**config.mk**
```make
export PLATFORM = sky130hd
export DESIGN_NAME = bsg_manycore_pod_row_reset_sequencer_flat
export DESIGN_NICKNAME = d
export VERILOG_FILES = /design/src/rtl/bsg_manycore_pod_row_reset_sequencer_pkg.sv /design/src/rtl/bsg_manycore_pod_row_reset_sequencer_if.sv /design/src/rtl/bsg_manycore_pod_row_reset_sequencer_priority_encode.sv /design/src/rtl/bsg_manycore_pod_row_reset_sequencer.sv /design/src/flat_wrapper.sv
export SDC_FILE = /design/constraint.sdc
export NUM_CORES = 1
export LEC_CHECK = 0
export ABC_CLOCK_PERIOD_IN_PS = 2000
export BUFFER_PORTS_ARGS = -buffer_cell sky130_fd_sc_hd__buf_2
export CAP_MARGIN = 10
export CORE_UTILIZATION = 30
export DETAILED_ROUTE_END_ITERATION = 10
export PLACE_DENSITY = 0.47
export SLEW_MARGIN = 20
export SYNTH_ARGS = -nofsm -noshare
export SYNTH_HDL_FRONTEND = slang
export SYNTH_SLANG_ARGS = --single-unit
```
**constraint.sdc**
```tcl
create_clock -name clk_i -period 2 [get_ports clk_i]
set_input_delay 0.4 -clock clk_i [delete_from_list [all_inputs] [get_ports clk_i]]
set_output_delay 0.4 -clock clk_i [all_outputs]
set_load 0.01 [all_outputs]
```
**src/rtl/bsg_manycore_pod_row_reset_sequencer_pkg.sv**
```systemverilog
// Shared types and defaults for the pod-row reset sequencer.
package bsg_manycore_pkg;

  typedef enum logic [1:0] {HOLD, GAP, IDLE, FIN} bsg_pod_rst_seq_state_e;

  localparam int pod_rst_hold_cycles_default = 16;
  localparam int pod_rst_gap_cycles_default  = 8;

  // clog2 that never returns 0, so single-entry widths stay legal
  function automatic int safe_clog2(input int n);
    return (n > 1) ? $clog2(n) : 1;
  endfunction

endpackage

```
**src/rtl/bsg_manycore_pod_row_reset_sequencer_if.sv**
```systemverilog
// Request/status bundle between a re-reset client and the pod-row reset sequencer.
interface bsg_manycore_pod_row_reset_sequencer_if #(
  parameter int num_pods_x_p  = 1,
  parameter int num_tiles_x_p = 1
);
  logic                                         v_i;
  logic [num_pods_x_p-1:0]                      pod_mask_i;
  logic                                         ready_o;
  logic [num_pods_x_p-1:0][num_tiles_x_p-1:0]   reset_o;
  logic                                         busy_o;
  logic                                         done_o;

  modport master (output v_i, pod_mask_i, input ready_o, reset_o, busy_o, done_o);
  modport slave  (input v_i, pod_mask_i, output ready_o, reset_o, busy_o, done_o);
endinterface

```
**src/rtl/bsg_manycore_pod_row_reset_sequencer_priority_encode.sv**
```systemverilog
// Priority encoder: index of the first set bit, scanning from bit 0 when lo_to_hi_p.
module bsg_priority_encode
  import bsg_manycore_pkg::*;
#(
  parameter int width_p    = 1,
  parameter bit lo_to_hi_p = 1'b1
)(
  input  logic [width_p-1:0]                 i,
  output logic [safe_clog2(width_p)-1:0]     addr_o,
  output logic                               v_o
);

  localparam int addr_w = safe_clog2(width_p);

  always_comb begin
    addr_o = '0;
    v_o    = |i;
    if (lo_to_hi_p) begin
      // scan downward so the lowest set bit is written last and wins
      for (int k = width_p-1; k >= 0; k--)
        if (i[k]) addr_o = addr_w'(k);
    end else begin
      for (int k = 0; k < width_p; k++)
        if (i[k]) addr_o = addr_w'(k);
    end
  end

endmodule

```
**src/rtl/bsg_manycore_pod_row_reset_sequencer.sv**
```systemverilog
// Staggered per-pod reset release for a row of manycore pods, with re-reset requests.
module bsg_manycore_pod_row_reset_sequencer
  import bsg_manycore_pkg::*;
#(
  parameter int num_pods_x_p  = 1,
  parameter int num_tiles_x_p = 1,
  parameter int hold_cycles_p = pod_rst_hold_cycles_default,
  parameter int gap_cycles_p  = pod_rst_gap_cycles_default
)(
  input  logic clk_i,
  input  logic reset_i,
  bsg_manycore_pod_row_reset_sequencer_if.slave seq_if
);

  localparam int cnt_w = safe_clog2(((hold_cycles_p > gap_cycles_p) ? hold_cycles_p : gap_cycles_p) + 1);
  localparam int pod_w = safe_clog2(num_pods_x_p);
  localparam logic [cnt_w-1:0] hold_last = cnt_w'(hold_cycles_p - 1);
  localparam logic [cnt_w-1:0] gap_last  = cnt_w'(gap_cycles_p - 1);

  bsg_pod_rst_seq_state_e  state_r;
  logic [cnt_w-1:0]        cnt_r;
  logic [num_pods_x_p-1:0] rem_r;
  logic [num_pods_x_p-1:0] pod_rst_r;
  logic                    ready_r, busy_r, done_r;
  logic                    boot_r;

  logic [pod_w-1:0]        next_pod;
  logic                    next_v;
  logic [num_pods_x_p-1:0] next_oh, rem_after;
  logic                    last, advance;

  bsg_priority_encode #(.width_p(num_pods_x_p), .lo_to_hi_p(1'b1)) pe (
    .i      (rem_r),
    .addr_o (next_pod),
    .v_o    (next_v)
  );

  assign next_oh   = num_pods_x_p'(1) << next_pod;
  assign rem_after = rem_r & ~next_oh;
  assign last      = ~|rem_after;

  // The first edge out of reset plays the role of an all-ones acceptance,
  // so HOLD does not count on that edge (boot_r).
  assign advance = ((state_r == HOLD) && !boot_r && (cnt_r == hold_last))
                || ((state_r == GAP)  && (cnt_r == gap_last));

  always_ff @(posedge clk_i or posedge reset_i) begin
    if (reset_i) begin
      state_r   <= HOLD;
      cnt_r     <= '0;
      rem_r     <= '1;
      pod_rst_r <= '1;
      ready_r   <= 1'b0;
      busy_r    <= 1'b1;
      done_r    <= 1'b0;
      boot_r    <= 1'b1;
    end else begin
      done_r <= 1'b0;
      boot_r <= 1'b0;
      case (state_r)
        HOLD, GAP: begin
          if (advance) begin
            cnt_r <= '0;
            if (next_v) begin
              pod_rst_r <= pod_rst_r & ~next_oh;
              rem_r     <= rem_after;
              if (last) begin
                state_r <= IDLE;
                done_r  <= 1'b1;
                busy_r  <= 1'b0;
              end else begin
                state_r <= GAP;
              end
            end else begin
              state_r <= FIN;
              done_r  <= 1'b1;
            end
          end else if (!boot_r) begin
            cnt_r <= cnt_r + cnt_w'(1);
          end
        end
        IDLE: begin
          if (seq_if.v_i && ready_r) begin
            ready_r <= 1'b0;
            busy_r  <= 1'b1;
            cnt_r   <= '0;
            if (seq_if.pod_mask_i == '0) begin
              state_r <= FIN;
              done_r  <= 1'b1;
            end else begin
              state_r   <= HOLD;
              rem_r     <= seq_if.pod_mask_i;
              pod_rst_r <= pod_rst_r | seq_if.pod_mask_i;
            end
          end else begin
            ready_r <= 1'b1;
          end
        end
        FIN: begin
          state_r <= IDLE;
          ready_r <= 1'b1;
          busy_r  <= 1'b0;
        end
        default: state_r <= IDLE;
      endcase
    end
  end

  for (genvar p = 0; p < num_pods_x_p; p++) begin : g_pod
    assign seq_if.reset_o[p] = {num_tiles_x_p{pod_rst_r[p]}};
  end

  assign seq_if.ready_o = ready_r;
  assign seq_if.busy_o  = busy_r;
  assign seq_if.done_o  = done_r;

endmodule

```
**src/flat_wrapper.sv**
```systemverilog
// flat-port wrapper written by rule: the top's interface ports become plain ports
module bsg_manycore_pod_row_reset_sequencer_flat import bsg_manycore_pkg::*;
#(
  parameter int num_pods_x_p  = 1,
  parameter int num_tiles_x_p = 1,
  parameter int hold_cycles_p = pod_rst_hold_cycles_default,
  parameter int gap_cycles_p  = pod_rst_gap_cycles_default
)
  (clk_i, reset_i, seq_if_v_i, seq_if_pod_mask_i, seq_if_ready_o, seq_if_reset_o, seq_if_busy_o, seq_if_done_o);
  bsg_manycore_pod_row_reset_sequencer_if #(.num_pods_x_p(num_pods_x_p), .num_tiles_x_p(num_tiles_x_p)) seq_if_i ();
  input  logic clk_i;
  input  logic reset_i;
  input wire logic [$bits(seq_if_i.v_i)-1:0] seq_if_v_i;
  input wire logic [$bits(seq_if_i.pod_mask_i)-1:0] seq_if_pod_mask_i;
  output wire logic [$bits(seq_if_i.ready_o)-1:0] seq_if_ready_o;
  output wire logic [$bits(seq_if_i.reset_o)-1:0] seq_if_reset_o;
  output wire logic [$bits(seq_if_i.busy_o)-1:0] seq_if_busy_o;
  output wire logic [$bits(seq_if_i.done_o)-1:0] seq_if_done_o;
  assign seq_if_i.v_i = seq_if_v_i;
  assign seq_if_i.pod_mask_i = seq_if_pod_mask_i;
  assign seq_if_ready_o = seq_if_i.ready_o;
  assign seq_if_reset_o = seq_if_i.reset_o;
  assign seq_if_busy_o = seq_if_i.busy_o;
  assign seq_if_done_o = seq_if_i.done_o;
  bsg_manycore_pod_row_reset_sequencer #(.num_pods_x_p(num_pods_x_p), .num_tiles_x_p(num_tiles_x_p), .hold_cycles_p(hold_cycles_p), .gap_cycles_p(gap_cycles_p)) u_core (.clk_i(clk_i), .reset_i(reset_i), .seq_if(seq_if_i));
endmodule
```
==> impl_metrics.env, run 1 <==
export IMPL_remaining_drc_errors=0
export IMPL_highest_count_cells_in_the_layout_ignoring_fill_and_taps="sky130_fd_sc_hd__dfrtp_1 (9), sky130_fd_sc_hd__nor2_1 (7), sky130_fd_sc_hd__buf_2 (7)"
export IMPL_crit_arrival_ns=2.05
export IMPL_floorplan_initialDensity=0.3290
export IMPL_die_w_um=52.19
export IMPL_ioPinCount=8
export IMPL_initial_antenna_violation_count=0
export IMPL_post_synth_and_or_nand_nor_area_fraction=0.2136
export IMPL_fillerInstances=248
export IMPL_worst_slew_pin_transition_ns=0.5102
export IMPL_skew_ns=0.004842
export IMPL_unrepaired_setup_endpoints_after_global_routing="false"
export IMPL_portBuffers=7
export IMPL_maxCapViolations=0
export IMPL_synthAdderAreaFrac=0.03311
export IMPL_cp_common_cell="sky130_fd_sc_hd__ha_1"
export IMPL_synth_xor_area_share=0
export IMPL_pwr_density_cell_nw_per_um2=1442
export IMPL_detail_route_antenna_nets=0
export IMPL_synth_edff_count=0
export IMPL_wl_per_cell_um=13.56
export IMPL_drive_above_1_share=0.3086
export IMPL_vias=550
export IMPL_finalWorstPathRequiredPeriod_ns=1.855
export IMPL_crit_path_end_kind="register"
export IMPL_synth_cells=72
export IMPL_static_leakage_power_nw=0.3735
export IMPL_syn_area_sq_um=755.7
export IMPL_crit_path_max_delay_family="compound AO/OA/AOI/OAI gates"
export IMPL_synth_top_area_cell="sky130_fd_sc_hd__dfrtp_1"
export IMPL_first_global_vias=569
export IMPL_setup_violations=0
export IMPL_synth_top_family_by_area="compound AO/OA/AOI/OAI gates"
export IMPL_yosys_register_bits=13
export IMPL_die_area_sq_um=2724
export IMPL_placed_cell_area_sq_um=803.3
export IMPL_root_buffer="sky130_fd_sc_hd__clkbuf_4"
export IMPL_post_route_period_util=0.9275
export IMPL_syn_avg_cell_area_sq_um=10.50
export IMPL_post_synthesis_mux_area_share=0.01821
export IMPL_synth_flop_cell="sky130_fd_sc_hd__dfrtp_1"
export IMPL_place_congestion=0.7153
export IMPL_gr_usage_all_layers=0.1328
export IMPL_clock_fmax_mhz=539.1
export IMPL_syn_num_nets=78
export IMPL_setup_tns_final_ns=0
export IMPL_insertedDiodeCount=0
export IMPL_post_drt_via_cell_ratio=5.046
export IMPL_type_of_the_worst_min_delay_path="in -> async"
export IMPL_cp_max_stage_cell="sky130_fd_sc_hd__dfrtp_1"
export IMPL_vdd_ir_drop_worst_mv=0.6330
export IMPL_worst_setup_hold_path_clk_slew_ns=0.08
export IMPL_final_area_sq_um=839.6
export IMPL_chipHeight_um=52.19
export IMPL_grt_start_max_net_pins=14
export IMPL_critPathLaunchType="register"
export IMPL_grt_first_pass_wirelength_um=2546
export IMPL_synth_compound_area_share=0.2434
export IMPL_timing_setup_critical_path_class="reg -> reg"
export IMPL_post_synth_num_cell_types=35
export IMPL_yosysSeqAreaShare=0.4371
export IMPL_area_share_of_the_leading_cell_type_in_the_synthesized_netlist=0.2980
export IMPL_layout_cells_most_common="sky130_fd_sc_hd__dfrtp_1"
export IMPL_rows=17
export IMPL_outcome="complete, no violations"
export IMPL_core_area_sq_um=2297
export IMPL_clock_tree_from_tritoncts="done"
export IMPL_critical_path_max_fanout=4
export IMPL_slew_viol_final=0
export IMPL_worst_path_buf_inv=0
export IMPL_synth_warnings=0
export IMPL_finalHoldViolCount=0
export IMPL_grt_overflow=0
export IMPL_detailedRoute_firstIterationViolations=4
export IMPL_tritoncts_num_buffers=3
export IMPL_dp_final_hpwl_um=1067
export IMPL_cts_max_level=1
export IMPL_critPathRequiredTime_ns=2.20
export IMPL_clock_sinks=13
export IMPL_path_cells="ha_1 -> and3_1 -> ha_1 -> nor3b_2 -> a211oi_4 -> nand2b_1 -> a31oi_1"
export IMPL_critical_path_max_stage_delay_ns=0.42
export IMPL_insertion_delay_ns=0.28
export IMPL_cts_max_path_buffers=2
export IMPL_fraction_of_registers_with_async_set_or_reset_after_synthesis=1.000
export IMPL_total_detailed_routing_wirelength_um=1478
export IMPL_max_slew_margin_rel=0.6595
export IMPL_synth_area_leaders="sky130_fd_sc_hd__dfrtp_1 (30%), sky130_fd_sc_hd__dfstp_2 (14%), sky130_fd_sc_hd__a2111oi_4 (3.6%), sky130_fd_sc_hd__nor2_1 (3.5%), sky130_fd_sc_hd__ha_1 (3.3%)"
export IMPL_finalNetCount=88
export IMPL_firstDrtPassIters=4
export IMPL_layout_area_overhead_vs_synth_pct=11.09
-- Yosys cell counts, types with 2 or more instances --
cell type                 instances
sky130_fd_sc_hd__a31oi_1          3
sky130_fd_sc_hd__ha_1             2
sky130_fd_sc_hd__dfrtp_1          9
sky130_fd_sc_hd__inv_1            4
sky130_fd_sc_hd__o22ai_1          3
sky130_fd_sc_hd__dfstp_2          4
sky130_fd_sc_hd__a21oi_1          3
sky130_fd_sc_hd__nand2_1          5
sky130_fd_sc_hd__o22a_1           2
sky130_fd_sc_hd__nand3_1          3
sky130_fd_sc_hd__nor2b_1          3
sky130_fd_sc_hd__or2_2            2
sky130_fd_sc_hd__nor2_1           7
-- stage by stage --
| step | setup slack (ns) | instances | hold WS [ns] | power [mW] | utilization |
|---|---|---|---|---|---|
| after floorplan | 0.3008 | 72 | 0.2741 | 0.9246 | - |
| after CTS | 0.1246 | 108 | 0.1515 | 1.207 | 0.3611 |
| after detailed placement | 0.1139 | 104 | 0.4687 | 1.031 | 0.3497 |
| after global placement | 0.1296 | 104 | 0.4567 | 1.026 | 0.3497 |
| after global routing | 0.003182 | 109 | 0.1989 | 1.307 | 0.3655 |
| final | 0.1451 | 109 | 0.1322 | 1.211 | 0.3655 |
-- what timing repair did --
action,in CTS,in global routing
endpoints found under the setup margin,0,2
hold buffers,0,0
gates resized for setup,0,1
buffers inserted,0,1
-- routing by layer --
| metal | up-vias | global-route usage | part of all wire |
|---|---|---|---|
| met2 | 7 | 0.2030 | 0.47 |
| met5 | - | 0 | 0 |
| met3 | 2 | 0.02609 | 0.025 |
| met1 | 263 | 0.1724 | 0.50 |
| met4 | 0 | 0.07895 | 0.0095 |
| li1 | 278 | - | - |
-- where the power goes --
group / leakage, nW / internal [mW] / switching (mW)
Clock: 0.0150 / 0.0774 / 0.0892
Combinational: 0.204 / 0.252 / 0.259
Sequential: 0.154 / 0.385 / 0.148
-- kinds of logic after synthesis --
family / after synthesis
DFF: 13
AOI/OAI and AO/OA: 20
buffers and inverters: 7
other: 1
adders and majority gates: 2
and+or+nand+nor: 28
muxes: 1
-- area by class of cell --
cell class	count	area, sq um	area share
clock buffer	4	26.28	0.03130
sequential	13	330.3	0.3934
timing repair buffer	8	42.54	0.05067
multi-input combinational	52	390.4	0.4650
inverter	4	15.01	0.01788
tap	28	35.03	0.04173
-- sequential cells by signal (all words and copies together), names as in the netlist --
| signal | count |
|---|---|
| u_core.seq_if.busy_o | 1 |
| u_core.seq_if.reset_o | 1 |
| u_core.rem_r | 1 |
| u_core.cnt_r | 5 |
| u_core.boot_r | 1 |
| u_core.state_r | 2 |
| u_core.seq_if.ready_o | 1 |
| u_core.seq_if.done_o | 1 |
-- path summary, 6_finish.rpt --
| kind | start | endpoint | slack [ns] | cells after the start |
|---|---|---|---|---|
| setup / recovery | u_core.cnt_r[1] | u_core.cnt_r[2] | 0.15 | 7 |
| hold / removal | reset_i | u_core.state_r[1] | 0.13 | 2 |
| setup reg to reg | u_core.cnt_r[1] | u_core.cnt_r[2] | 0.15 | 7 |
| hold reg to reg | u_core.cnt_r[0] | u_core.cnt_r[0] | 0.51 | 1 |
| max in group asynchronous | reset_i | u_core.boot_r | 1.51 | 2 |
| min in group clk_i | seq_if_pod_mask_i | u_core.state_r[1] | 0.36 | 2 |
(Power assumes the default switching activity.)
==> run 2, diff against run 1 <==
--- a/config.mk
+++ b/config.mk
@@ -11,6 +11,7 @@
 export CORE_UTILIZATION = 30
 export DETAILED_ROUTE_END_ITERATION = 10
 export PLACE_DENSITY = 0.47
+export RECOVER_POWER = 100
 export SLEW_MARGIN = 20
 export SYNTH_ARGS = -nofsm -noshare
 export SYNTH_HDL_FRONTEND = slang
==> run 2 against run 1 <==
  * Critical path depth is the same
  * Total power shrank 1.0%
  * Clock skew is essentially flat
  * Flip-flop and latch count is the same
  * Count of clock-buffer cells in the layout is the same
  * Sequential power is essentially flat
  * Combinational power shrank 2%
==> impl_metrics.env, run 2 (synthesis gave the netlist of run 1 again) <==
export IMPL_detail_route_antenna_nets=0
export IMPL_timing_setup_critical_path_class="reg -> reg"
export IMPL_gr_usage_all_layers=0.1328
export IMPL_place_congestion=0.7153
export IMPL_clock_fmax_mhz=538.2
export IMPL_critPathRequiredTime_ns=2.20
export IMPL_worst_slew_pin_transition_ns=0.5089
export IMPL_grt_first_pass_wirelength_um=2546
export IMPL_critical_path_max_fanout=4
export IMPL_initial_antenna_violation_count=0
export IMPL_wl_per_cell_um=13.60
export IMPL_static_leakage_power_nw=0.3605
export IMPL_vdd_ir_drop_worst_mv=0.6252
export IMPL_type_of_the_worst_min_delay_path="in -> async"
export IMPL_core_area_sq_um=2297
export IMPL_ff2ff_setup_slack_ns=0.14
export IMPL_rows=17
export IMPL_vias=544
export IMPL_insertion_delay_ns=0.28
export IMPL_dp_final_hpwl_um=1067
export IMPL_maxCapViolations=0
export IMPL_unrepaired_setup_endpoints_after_global_routing="false"
export IMPL_finalNetCount=88
export IMPL_floorplan_initialDensity=0.3290
export IMPL_final_util=0.3627
export IMPL_final_seq_area_sq_um=330.3
export IMPL_fillerInstances=249
export IMPL_largest_register_ffs=5
export IMPL_post_cts_hold_buffer_count=0
export IMPL_pwr_density_cell_nw_per_um2=1438
export IMPL_detailedRoute_firstIterationViolations=4
export IMPL_slew_viol_final=0
export IMPL_fin_worst_hold_slack_ns=0.1321
export IMPL_outcome="complete, no violations"
export IMPL_insertedDiodeCount=0
export IMPL_layout_setup_ws_ns=0.1418
export IMPL_layout_area_overhead_vs_synth_pct=10.26
export IMPL_max_slew_margin_rel=0.6604
export IMPL_remaining_drc_errors=0
export IMPL_tritoncts_num_buffers=3
export IMPL_crit_path_end_kind="register"
export IMPL_cts_max_path_buffers=2
export IMPL_post_drt_via_cell_ratio=4.991
export IMPL_crit_arrival_ns=2.06
export IMPL_setup_tns_final_ns=0
export IMPL_layout_cells_most_common="sky130_fd_sc_hd__dfrtp_1"
export IMPL_die_w_um=52.19
export IMPL_clock_tree_from_tritoncts="done"
export IMPL_chipHeight_um=52.19
export IMPL_worst_setup_hold_path_clk_slew_ns=0.08
export IMPL_critPathLaunchType="register"
export IMPL_clock_sinks=13
export IMPL_dpl_ws_ns=0.1139
export IMPL_skew_ns=0.004606
export IMPL_setup_violations=0
export IMPL_cts_max_level=1
export IMPL_grt_start_max_net_pins=14
export IMPL_firstDrtPassIters=3
export IMPL_registers_top_by_ff_count="u_core.cnt_r"
export IMPL_drive_above_1_share=0.2469
export IMPL_ioPinCount=8
export IMPL_registers_with_the_highest_flip_flop_counts="u_core.cnt_r (5), u_core.state_r (2)"
export IMPL_die_area_sq_um=2724
export IMPL_combined_area_of_the_multi_input_logic_cells_sq_um=387.9
export IMPL_highest_count_cells_in_the_layout_ignoring_fill_and_taps="sky130_fd_sc_hd__dfrtp_1 (9), sky130_fd_sc_hd__nor2_1 (7), sky130_fd_sc_hd__nand2_1 (5)"
export IMPL_root_buffer="sky130_fd_sc_hd__clkbuf_4"
export IMPL_finalWorstPathRequiredPeriod_ns=1.858
export IMPL_finalHoldViolCount=0
export IMPL_post_route_period_util=0.9291
export IMPL_total_detailed_routing_wirelength_um=1482
export IMPL_grt_overflow=0
export IMPL_portBuffers=7
export IMPL_first_global_vias=569
run 2: where the power goes:
| group | switching, mW | internal, mW |
|---|---|---|
| clock network | 0.0891 | 0.0774 |
| registers | 0.147 | 0.384 |
| logic | 0.259 | 0.242 |
run 2: stage by stage:
| stage | instances | cell area [sq um] | power, mW |
|---|---|---|---|
| 2_1_floorplan | 72 | 755.7 | 0.9246 |
| 3_3_place_gp | 104 | 803.3 | 1.026 |
| 3_5_place_dp | 104 | 803.3 | 1.031 |
| 4_1_cts | 108 | 829.5 | 1.207 |
| 5_1_grt | 109 | 833.3 | 1.294 |
| 6_report | 109 | 833.3 | 1.198 |
run 2: repair_timing:
action | 4_1_cts | 5_1_grt
hold endpoints to repair | 0 | 0
setup buffers | 0 | 1
resized for setup | 0 | 1
setup endpoints to repair | 0 | 2
run 2: worst max-delay path, cell delays in order, from the launching register on:
cell and delay [ns]:
sky130_fd_sc_hd__dfrtp_1 0.42, sky130_fd_sc_hd__ha_1 0.22, sky130_fd_sc_hd__and3_1 0.19, sky130_fd_sc_hd__ha_1 0.20, sky130_fd_sc_hd__nor3b_2 0.18, sky130_fd_sc_hd__a211oi_4 0.32
sky130_fd_sc_hd__nand2b_1 0.09, sky130_fd_sc_hd__a31oi_1 0.17
run 2: final timing paths:
path / start / end / cells after the start
setup / recovery: u_core.cnt_r[1] / u_core.cnt_r[2] / 7
hold / removal: reset_i / u_core.state_r[1] / 2
setup reg to reg: u_core.cnt_r[1] / u_core.cnt_r[2] / 7
hold reg to reg: u_core.cnt_r[3] / u_core.cnt_r[3] / 1
max in group asynchronous: reset_i / u_core.boot_r / 2
min in group clk_i: seq_if_pod_mask_i / u_core.state_r[1] / 2
run 2: cell type report:
type,count,share of cell area
clock buffer,4,0.03153
inverter,4,0.01802
multi-input combinational,52,0.4655
sequential,13,0.3964
tap,28,0.04204
timing repair buffer,8,0.04655
run 2: metal layers:
layer | vias to the layer above | wire length, um | GRT usage
li1 | 276 | - | -
met1 | 259 | 738 | 0.1724
met2 | 7 | 690 | 0.2030
met3 | 2 | 37 | 0.02609
met4 | 0 | 14 | 0.07895
met5 | - | 0 | 0
==> run 3, diff against run 2 <==
--- a/config.mk
+++ b/config.mk
@@ -5,7 +5,7 @@
 export SDC_FILE = /design/constraint.sdc
 export NUM_CORES = 1
 export LEC_CHECK = 0
-export ABC_CLOCK_PERIOD_IN_PS = 2000
+export ABC_CLOCK_PERIOD_IN_PS = 1950
 export BUFFER_PORTS_ARGS = -buffer_cell sky130_fd_sc_hd__buf_2
 export CAP_MARGIN = 10
 export CORE_UTILIZATION = 30
==> constraint.sdc (replaced) <==
create_clock -name clk_i -period 1.95 [get_ports clk_i]
set_input_delay 0.39 -clock clk_i [delete_from_list [all_inputs] [get_ports clk_i]]
set_output_delay 0.39 -clock clk_i [all_outputs]
set_load 0.01 [all_outputs]
==> run 3 against run 2 <==
  * Flip-flop and latch count unchanged
  * Non-clock buffer count stayed put
  * Largest power group unchanged
  * Wire length decreased by 4.7%
  * Largest cell class unchanged
  * Cell count stayed put
  * Sequential power barely moved
  * Combinational power is 4% higher
  * Critical path type unchanged
  * Worst setup slack got worse by 0.029 ns
==> impl_metrics.env, run 3 (synthesis gave the netlist of run 1 again) <==
export IMPL_postCtsSetupRepairBufs=0
export IMPL_pwr_density_cell_nw_per_um2=1473
export IMPL_layout_area_overhead_vs_synth_pct=10.60
export IMPL_crit_path_end_kind="register"
export IMPL_worst_setup_hold_path_clk_slew_ns=0.09
export IMPL_maxCapViolations=0
export IMPL_place_congestion=0.7460
export IMPL_core_area_sq_um=2297
export IMPL_max_slew_margin_rel=0.6532
export IMPL_setup_violations=0
export IMPL_clock_tree_from_tritoncts="done"
export IMPL_clock_fmax_mhz=544.4
export IMPL_finalWorstPathRequiredPeriod_ns=1.837
export IMPL_worst_slew_pin_transition_ns=0.5197
export IMPL_slew_viol_final=0
export IMPL_skew_ns=0.0007929
export IMPL_setup_tns_final_ns=0
export IMPL_largest_register_ffs=5
export IMPL_first_global_vias=559
export IMPL_chipHeight_um=52.19
export IMPL_detailedRoute_firstIterationViolations=12
export IMPL_finalNetCount=88
export IMPL_outcome="complete, no violations"
export IMPL_finalNonFillerCells=109
export IMPL_unrepaired_setup_endpoints_after_global_routing="false"
export IMPL_registers_with_the_highest_flip_flop_counts="u_core.cnt_r (5), u_core.state_r (2)"
export IMPL_root_buffer="sky130_fd_sc_hd__clkbuf_4"
export IMPL_critical_path_max_fanout=4
export IMPL_gr_usage_all_layers=0.1274
export IMPL_highest_count_cells_in_the_layout_ignoring_fill_and_taps="sky130_fd_sc_hd__dfrtp_1 (9), sky130_fd_sc_hd__nor2_1 (7), sky130_fd_sc_hd__nand2_1 (5)"
export IMPL_clock_sinks=13
export IMPL_grt_overflow=0
export IMPL_ioPinCount=8
export IMPL_critPathLaunchType="register"
export IMPL_registers_top_by_ff_count="u_core.cnt_r"
export IMPL_type_of_the_worst_min_delay_path="in -> async"
export IMPL_layout_cells_most_common="sky130_fd_sc_hd__dfrtp_1"
export IMPL_post_route_period_util=0.9420
export IMPL_dp_cells=105
export IMPL_insertion_delay_ns=0.28
export IMPL_timing_setup_critical_path_class="reg -> reg"
export IMPL_floorplan_initialDensity=0.3290
export IMPL_grt_first_pass_wirelength_um=2435
export IMPL_cts_max_path_buffers=2
export IMPL_remaining_drc_errors=0
export IMPL_cts_max_level=1
export IMPL_finalHoldViolCount=0
export IMPL_total_detailed_routing_wirelength_um=1413
export IMPL_post_drt_via_cell_ratio=5.165
export IMPL_firstDrtPassIters=4
export IMPL_drive_above_1_share=0.2593
export IMPL_initial_antenna_violation_count=0
export IMPL_rows=17
export IMPL_grt_start_max_net_pins=14
export IMPL_portBuffers=7
export IMPL_wl_per_cell_um=12.96
export IMPL_critical_path_max_stage_delay_ns=0.41
export IMPL_fin_worst_hold_slack_ns=0.1234
export IMPL_path_cells="ha_1 -> and3_1 -> ha_1 -> nor2b_1 -> mux2i_2 -> nor2b_2 -> o22a_1"
export IMPL_crit_arrival_ns=2.07
export IMPL_dp_final_hpwl_um=1040
export IMPL_vias=563
export IMPL_worstReg2RegStart="u_core.cnt_r[1]"
export IMPL_insertedDiodeCount=0
export IMPL_vdd_ir_drop_worst_mv=0.6397
export IMPL_post_layout_total_power_mw=1.231
export IMPL_die_area_sq_um=2724
export IMPL_die_w_um=52.19
export IMPL_critical_path_startpoint="u_core.cnt_r[1]"
export IMPL_critPathRequiredTime_ns=2.18
export IMPL_cp_max_stage_cell="sky130_fd_sc_hd__dfrtp_1"
export IMPL_cp_common_cell="sky130_fd_sc_hd__ha_1"
export IMPL_tritoncts_num_buffers=3
export IMPL_static_leakage_power_nw=0.3627
export IMPL_detail_route_antenna_nets=0
[run 3: routing by layer]
| metal | vias up | routed length (um) | global-route usage | share of wire |
|---|---|---|---|---|
| met5 | - | 0 | 0 | 0 |
| met1 | 270 | 716 | 0.1673 | 0.51 |
| met3 | 5 | 48 | 0.03478 | 0.034 |
| met4 | 0 | 31 | 0.06579 | 0.022 |
| li1 | 278 | - | - | - |
| met2 | 10 | 617 | 0.1902 | 0.44 |
[run 3: layout make-up]
type                    instances  area, sq um
multi-input cells              52        390.4
well taps                      28        35.03
fillers                       233         1461
flip-flops and latches         13        330.3
inverters                       4        15.01
clock buffers                   4        26.28
repair buffers                  8        38.79
[run 3: path summary, 6_finish.rpt]
kind | end | slack, ns | depth (start not counted)
min in group clk_i | u_core.state_r[1] | 0.35 | 2
max | u_core.seq_if.busy_o | 0.11 | 7
max reg2reg | u_core.seq_if.busy_o | 0.11 | 7
min | u_core.cnt_r[0] | 0.12 | 2
min reg2reg | u_core.cnt_r[3] | 0.52 | 1
max in group asynchronous | u_core.boot_r | 1.46 | 2
[run 3: power breakdown]
part           switching, mW  leakage [nW]  internal (mW)
Combinational          0.266         0.195          0.253
Clock                 0.0983        0.0150         0.0794
Sequential             0.140         0.153          0.393
[run 3: metrics by stage]
step	worst slack [ns]	instance area, sq um	util
after floorplan	0.2508	755.7	-
after global placement	0.1373	810.8	0.3529
after detailed placement	0.09116	810.8	0.3529
after CTS	0.08816	837.1	0.3644
after global routing	0.005641	835.8	0.3638
final	0.1131	835.8	0.3638
[run 3: timing repair]
item,in CTS,in global routing
hold buffers,0,0
endpoints found under the setup margin,0,2
gates resized for setup,0,1
[run 3: critical path: cells and delay by family (launching register included)]
kind                     cells  cell delay (ns)
multiplexers                 1             0.24
AO/OA/AOI/OAI                1             0.15
adder cells (fa/ha/maj)      2             0.41
AND/OR/NAND/NOR              3             0.57
flip-flops                   1             0.41
